**src/rtl/mef_embalagem_if.sv**
```systemverilog
// Packing-stage signal bundle: line/counter/sensor inputs, actuator and status outputs.
// Plain wires; the master drives the inputs and the stage drives everything else.
interface mef_embalagem_if;
   logic       habilita;
   logic       duzia_pronta;
   logic       caixa_presente;
   logic       motor_caixa;
   logic       braco;
   logic       lacre;
   logic       ocupado;
   logic       cheio;
   logic       overflow;
   logic       falha;
   logic [3:0] pendentes;
   logic [7:0] caixas_total;

   modport master (
      output habilita, duzia_pronta, caixa_presente,
      input  motor_caixa, braco, lacre, ocupado, cheio, overflow, falha,
             pendentes, caixas_total
   );

   modport slave (
      input  habilita, duzia_pronta, caixa_presente,
      output motor_caixa, braco, lacre, ocupado, cheio, overflow, falha,
             pendentes, caixas_total
   );
endinterface

```
**src/rtl/mef_embalagem.sv**
```systemverilog
// Packing FSM: buffers dozen pulses and boxes each one (feed/load/seal/release), Moore outputs registered.
// Latency: pulse -> pendentes +1 next edge, BUSCA_CAIXA one edge later; no backpressure, overflowing pulses are dropped.
module mef_embalagem #(
   parameter int DEPTH        = 4,
   parameter int CARGA_CICLOS = 3,
   parameter int LACRE_CICLOS = 2,
   parameter int TIMEOUT      = 8
) (
   input logic            clk,
   input logic            reset,
   mef_embalagem_if.slave bus
);

   typedef enum logic [2:0] {
      OCIOSO,
      BUSCA_CAIXA,
      CARREGA,
      LACRA,
      LIBERA,
      FALHA
   } estado_t;

   estado_t    estado, prox;
   logic [7:0] timer, timer_prox;
   logic       consome;
   logic       conclui;
   logic [3:0] pendentes;
   logic [7:0] caixas_total;
   logic       overflow;

   always_comb begin
      prox       = estado;
      timer_prox = timer;
      consome    = 1'b0;
      conclui    = 1'b0;
      case (estado)
         OCIOSO: begin
            if (bus.habilita && (pendentes != 4'd0)) begin
               prox       = BUSCA_CAIXA;
               timer_prox = '0;
            end
         end
         BUSCA_CAIXA: begin
            // Losing the line enable aborts the search before anything is consumed.
            if (!bus.habilita) begin
               prox       = OCIOSO;
               timer_prox = '0;
            end else if (bus.caixa_presente) begin
               prox       = CARREGA;
               timer_prox = '0;
               consome    = 1'b1;
            end else if (timer == 8'(TIMEOUT - 1)) begin
               prox       = FALHA;
               timer_prox = '0;
            end else begin
               timer_prox = timer + 8'd1;
            end
         end
         CARREGA: begin
            if (timer == 8'(CARGA_CICLOS - 1)) begin
               prox       = LACRA;
               timer_prox = '0;
            end else begin
               timer_prox = timer + 8'd1;
            end
         end
         LACRA: begin
            if (timer == 8'(LACRE_CICLOS - 1)) begin
               prox       = LIBERA;
               timer_prox = '0;
            end else begin
               timer_prox = timer + 8'd1;
            end
         end
         LIBERA: begin
            if (!bus.caixa_presente) begin
               prox    = OCIOSO;
               conclui = 1'b1;
            end
         end
         FALHA: begin
            if (!bus.habilita) begin
               prox = OCIOSO;
            end
         end
         default: begin
            prox       = OCIOSO;
            timer_prox = '0;
         end
      endcase
   end

   // Actuator outputs are decoded from the next state so they line up with the state register.
   always_ff @(posedge clk or negedge reset) begin
      if (!reset) begin
         estado          <= OCIOSO;
         timer           <= '0;
         bus.motor_caixa <= 1'b0;
         bus.braco       <= 1'b0;
         bus.lacre       <= 1'b0;
         bus.falha       <= 1'b0;
         bus.ocupado     <= 1'b0;
      end else begin
         estado          <= prox;
         timer           <= timer_prox;
         bus.motor_caixa <= (prox == BUSCA_CAIXA) || (prox == LIBERA);
         bus.braco       <= (prox == CARREGA);
         bus.lacre       <= (prox == LACRA);
         bus.falha       <= (prox == FALHA);
         bus.ocupado     <= (prox != OCIOSO);
      end
   end

   always_ff @(posedge clk or negedge reset) begin
      if (!reset) begin
         pendentes <= '0;
         overflow  <= 1'b0;
      end else begin
         case ({bus.duzia_pronta, consome})
            2'b10: begin
               if (pendentes == 4'(DEPTH)) begin
                  overflow <= 1'b1;
               end else begin
                  pendentes <= pendentes + 4'd1;
               end
            end
            2'b01:   pendentes <= pendentes - 4'd1;
            default: pendentes <= pendentes;
         endcase
      end
   end

   // Box count feeds a two-digit decimal display, hence the wrap at 99.
   always_ff @(posedge clk or negedge reset) begin
      if (!reset) begin
         caixas_total <= '0;
      end else if (conclui) begin
         caixas_total <= (caixas_total == 8'd99) ? 8'd0 : caixas_total + 8'd1;
      end
   end

   assign bus.pendentes    = pendentes;
   assign bus.caixas_total = caixas_total;
   assign bus.overflow     = overflow;
   assign bus.cheio        = (pendentes == 4'(DEPTH));

endmodule
```
**src/flat_wrapper.sv**
```systemverilog
// flat-port wrapper written by rule: the top's interface ports become plain ports
module mef_embalagem_flat 
#(
   parameter int DEPTH        = 4,
   parameter int CARGA_CICLOS = 3,
   parameter int LACRE_CICLOS = 2,
   parameter int TIMEOUT      = 8
)
  (clk, reset, bus_habilita, bus_duzia_pronta, bus_caixa_presente, bus_motor_caixa, bus_braco, bus_lacre, bus_ocupado, bus_cheio, bus_overflow, bus_falha, bus_pendentes, bus_caixas_total);
  mef_embalagem_if bus_i ();
  input logic clk;
  input logic reset;
  input wire logic [$bits(bus_i.habilita)-1:0] bus_habilita;
  input wire logic [$bits(bus_i.duzia_pronta)-1:0] bus_duzia_pronta;
  input wire logic [$bits(bus_i.caixa_presente)-1:0] bus_caixa_presente;
  output wire logic [$bits(bus_i.motor_caixa)-1:0] bus_motor_caixa;
  output wire logic [$bits(bus_i.braco)-1:0] bus_braco;
  output wire logic [$bits(bus_i.lacre)-1:0] bus_lacre;
  output wire logic [$bits(bus_i.ocupado)-1:0] bus_ocupado;
  output wire logic [$bits(bus_i.cheio)-1:0] bus_cheio;
  output wire logic [$bits(bus_i.overflow)-1:0] bus_overflow;
  output wire logic [$bits(bus_i.falha)-1:0] bus_falha;
  output wire logic [$bits(bus_i.pendentes)-1:0] bus_pendentes;
  output wire logic [$bits(bus_i.caixas_total)-1:0] bus_caixas_total;
  assign bus_i.habilita = bus_habilita;
  assign bus_i.duzia_pronta = bus_duzia_pronta;
  assign bus_i.caixa_presente = bus_caixa_presente;
  assign bus_motor_caixa = bus_i.motor_caixa;
  assign bus_braco = bus_i.braco;
  assign bus_lacre = bus_i.lacre;
  assign bus_ocupado = bus_i.ocupado;
  assign bus_cheio = bus_i.cheio;
  assign bus_overflow = bus_i.overflow;
  assign bus_falha = bus_i.falha;
  assign bus_pendentes = bus_i.pendentes;
  assign bus_caixas_total = bus_i.caixas_total;
  mef_embalagem #(.DEPTH(DEPTH), .CARGA_CICLOS(CARGA_CICLOS), .LACRE_CICLOS(LACRE_CICLOS), .TIMEOUT(TIMEOUT)) u_core (.clk(clk), .reset(reset), .bus(bus_i));
endmodule
```
**config.mk**
```make
export PLATFORM = sky130hd
export DESIGN_NAME = mef_embalagem_flat
export DESIGN_NICKNAME = d
export VERILOG_FILES = /design/src/rtl/mef_embalagem_if.sv /design/src/rtl/mef_embalagem.sv /design/src/flat_wrapper.sv
export SDC_FILE = /design/constraint.sdc
export NUM_CORES = 1
export LEC_CHECK = 0
export CAP_MARGIN = 5
export CORE_MARGIN = 3
export CORE_UTILIZATION = 50
export CTS_CLUSTER_DIAMETER = 60
export DETAILED_ROUTE_END_ITERATION = 12
export GPL_TIMING_DRIVEN = 0
export PLACE_DENSITY = 0.79
export SYNTH_ARGS = -nofsm -noshare
export SYNTH_HDL_FRONTEND = slang
export SYNTH_SLANG_ARGS = --single-unit
```
**constraint.sdc**
```tcl
create_clock -name clk -period 4.7 [get_ports clk]
set_input_delay 0.94 -clock clk [delete_from_list [all_inputs] [get_ports clk]]
set_output_delay 0.94 -clock clk [all_outputs]
set_load 0.01 [all_outputs]
```
==> flow_summary.yaml <==
run_status:
  status: "complete, no violations"
global_routing:
  antenna_found_initial: 0
  grt_max_degree: 30
  gr-total-overflow: 0
  grt_pass1_vias: 1352
  grt_pass1_wl_um: 6140
  track_usage: 0.193
floorplanning:
  die_width_um: 63.1
  core_um2: 3080
  io_pins: 24
  fp.dieArea_um2: 3980
  num_rows: 20
  die_h_um: 63.1
  initial_core_util: 0.529
setup_path:
  endpoint_kind: "register"
  r2r-end: "u_core.bus.pendentes[3]"
  path_buf_inv: 1
  crit_path_max_fanout: 5
  startpoint: "bus_habilita"
  start_kind: "input pin"
  rrSetupSlack_ps: 2220
  required_ps: 4950
  cp_num_cells: 9
  rr_worst_depth: 8
  crit_family: "simple AND/OR/NAND/NOR gates"
  reg2reg_from: "u_core.estado[2]"
  setup.worst_path.end: "u_core.bus.pendentes[3]"
  crit_arrival_ps: 3390
  crit_chain: "clkdlybuf4s50_1 > nor2b_1 > nand3_1 > nor2_1 > ha_1 > a21o_2 > a21oi_1 > mux2i_1 > xnor2_1"
  slowest_delay_ps: 530
  path_class: "input pin to register"
  slowest_stage: "clkdlybuf4s50_1"
clocking:
  root_buffer: "clkbuf_4"
  clockBufferDepth: 2
  cts_resized: 0
  cts_buffers: 5
  cts_setup_buffers: 0
  cts_tree: "yes"
  clock-sinks: 29
  htreeDepth: 2
  clkSlewWorstSetupHoldPaths_ps: 100
  ctsHoldBuffers: 0
  insertion_delay_ps: 330
drt:
  vias_per_cell: 5.69
  wl_per_cell_um: 14.5
  dr.pass1.iters: 4
  detail-route-antenna-nets: 0
  drt_iter0_markers: 91
  vias: 1349
  routed_wl_um: 3440
  drc: 0
timing:
  timing.final.crit_period_ps: 3140
  layout_setup_ws_ps: 1560
  fin_skew_ps: 8.80
  relSlewSlack: 0.563
  setup-tns-final_ps: 0
  period_share: 0.669
  worst_pin_slew_ps: 655
  rsz0062_at_grt: "no"
  setup_viol: 0
  timing.fmax_mhz: 318
  hold_viol: 0
  maxSlewViolCount: 0
  holdWs_ps: 471
pwr:
  cell_internal_pwr_mw: 0.640
  peakVddDrop_uv: 252
  switching_share: 0.386
  power_frac_seq: 0.368
  power.total_mw: 1.04
  leakagePower_nw: 0.933
  power_frac_clock: 0.168
  power.density_nw_per_um2: 526
  combPwrFrac: 0.464
  p_switching_mw: 0.402
synth:
  synth_seq_area_share: 0.445
  avgSynthCellArea_um2: 10.1
  netlist.area_leader.share: 0.445
  syn_area_um2: 1630
  synth_ff_type: "dfrtp_1"
  synth_edf_count: 0
  syn_inst: 162
  yosysMostFrequentCell: "dfrtp_1"
  ys_top_cells_by_area: "dfrtp_1 (45%), ha_1 (4.6%), xnor2_1 (3.2%)"
  synth_warnings: 0
  synth_commonest_cells: "dfrtp_1 (29), nand2_1 (12), inv_1 (11)"
  post_synth_num_cell_types: 45
  synth-seq-cells: 29
  synth_fp_nets: 174
  synth_top_cell_by_area: "dfrtp_1"
  async_flop_share: 1.00
cells_and_area:
  fillers: 266
  regArea_um2: 726
  antennaDiodeCount: 0
  final_util: 0.643
  area_growth_pct: 21.5
  multi_input_area_um2: 847
  drive_gt1_frac: 0.114
  layout.nets: 204
placement:
  pre_cts_ws_ps: 1240
  portBuffers: 23
  place_hpwl_um: 2530
  gp_congestion: 0.856
run:
  drv_cap: 0
worst_hold_path:
  hp-class: "register to register"
[how the worst min path moves through the flow]
stage / from / cells past startpoint / to / slack (ps)
after floorplan: u_core.timer[7] / 1 / u_core.timer[7] / 500
after global placement: u_core.bus.overflow / 1 / u_core.bus.overflow / 450
after detailed placement: u_core.bus.overflow / 1 / u_core.bus.overflow / 460
after CTS: u_core.bus.overflow / 1 / u_core.bus.overflow / 480
after global routing: u_core.bus.overflow / 1 / u_core.bus.overflow / 510
final: u_core.bus.overflow / 1 / u_core.bus.overflow / 470
[placed cells by master (no fill, tap or decap), types with 3 or more instances in the layout]
master           count
nand4_1              5
xnor2_1              6
nand2_1             12
a21o_1               6
nor2b_1              3
ha_1                 6
buf_2                4
nor3b_1              6
clkbuf_4             5
dfrtp_1             29
and3_1               7
nor2_1               9
a21oi_1              5
inv_1               11
nand3_1              4
a31o_2               3
o21ai_0              9
mux2i_1              5
clkdlybuf4s50_1     22
[kinds of logic (layout without fill, tap and decap cells)]
| logic type | after synthesis | count (layout) | synth area share |
|---|---|---|---|
| DFF | 29 | 29 | 0.445 |
| xor gates and xnor gates | 8 | 8 | 0.0430 |
| buffers and inverters | 14 | 45 | 0.0346 |
| muxes | 6 | 6 | 0.0376 |
| and+or+nand+nor | 63 | 63 | 0.240 |
| AOI/OAI and AO/OA | 35 | 35 | 0.141 |
| adders and majority gates | 7 | 7 | 0.0584 |
[sequential cells by signal, summed over array words and instances (netlist names)]
signal and cells:
u_core.bus.caixas_total 8, u_core.timer 8, u_core.bus.pendentes 4, u_core.estado 3, u_core.bus.braco 1, u_core.bus.falha 1
u_core.bus.lacre 1, u_core.bus.motor_caixa 1, u_core.bus.ocupado 1, u_core.bus.overflow 1
[per-layer routing]
metal	vias up	part of all wire	track usage
met5	-	0	0
met1	656	0.46	0.248
met3	4	0.049	0.0642
met2	38	0.48	0.308
met4	0	0.0096	0.0579
li1	651	-	-
[power by group through the flow]
| stage | logic [mW] | registers (mW) | clock network, mW |
|---|---|---|---|
| final | 0.483 | 0.384 | 0.175 |
| after global routing | 0.532 | 0.396 | 0.194 |
| after CTS | 0.484 | 0.382 | 0.181 |
| after detailed placement | 0.480 | 0.388 | 0 |
| after global placement | 0.458 | 0.382 | 0 |
| after floorplan | 0.288 | 0.397 | 0 |
[stage by stage]
stage | instances | instance area [um^2]
floorplan | 162 | 1630
CTS | 237 | 1980
finish | 237 | 1980
detailed placement | 229 | 1910
global placement | 229 | 1910
global route | 237 | 1980
[worst reg2reg max path, cell delays in order (launching register included)]
cell and delay (ps):
dfrtp_1 490, nor2b_1 300, nand3_1 220, nor2_1 330
ha_1 300, a21o_2 210, a21oi_1 180, mux2i_1 240
xnor2_1 130
[final cells by class]
class,count,share of cell area
multi-input cells,119,0.428
inverters,11,0.0209
well taps,44,0.0278
clock buffers,7,0.0329
flip-flops and latches,29,0.367
repair buffers,23,0.114
plain buffers,3,0.00759
clock inverters,1,0.00253
(Power assumes the default switching activity.)
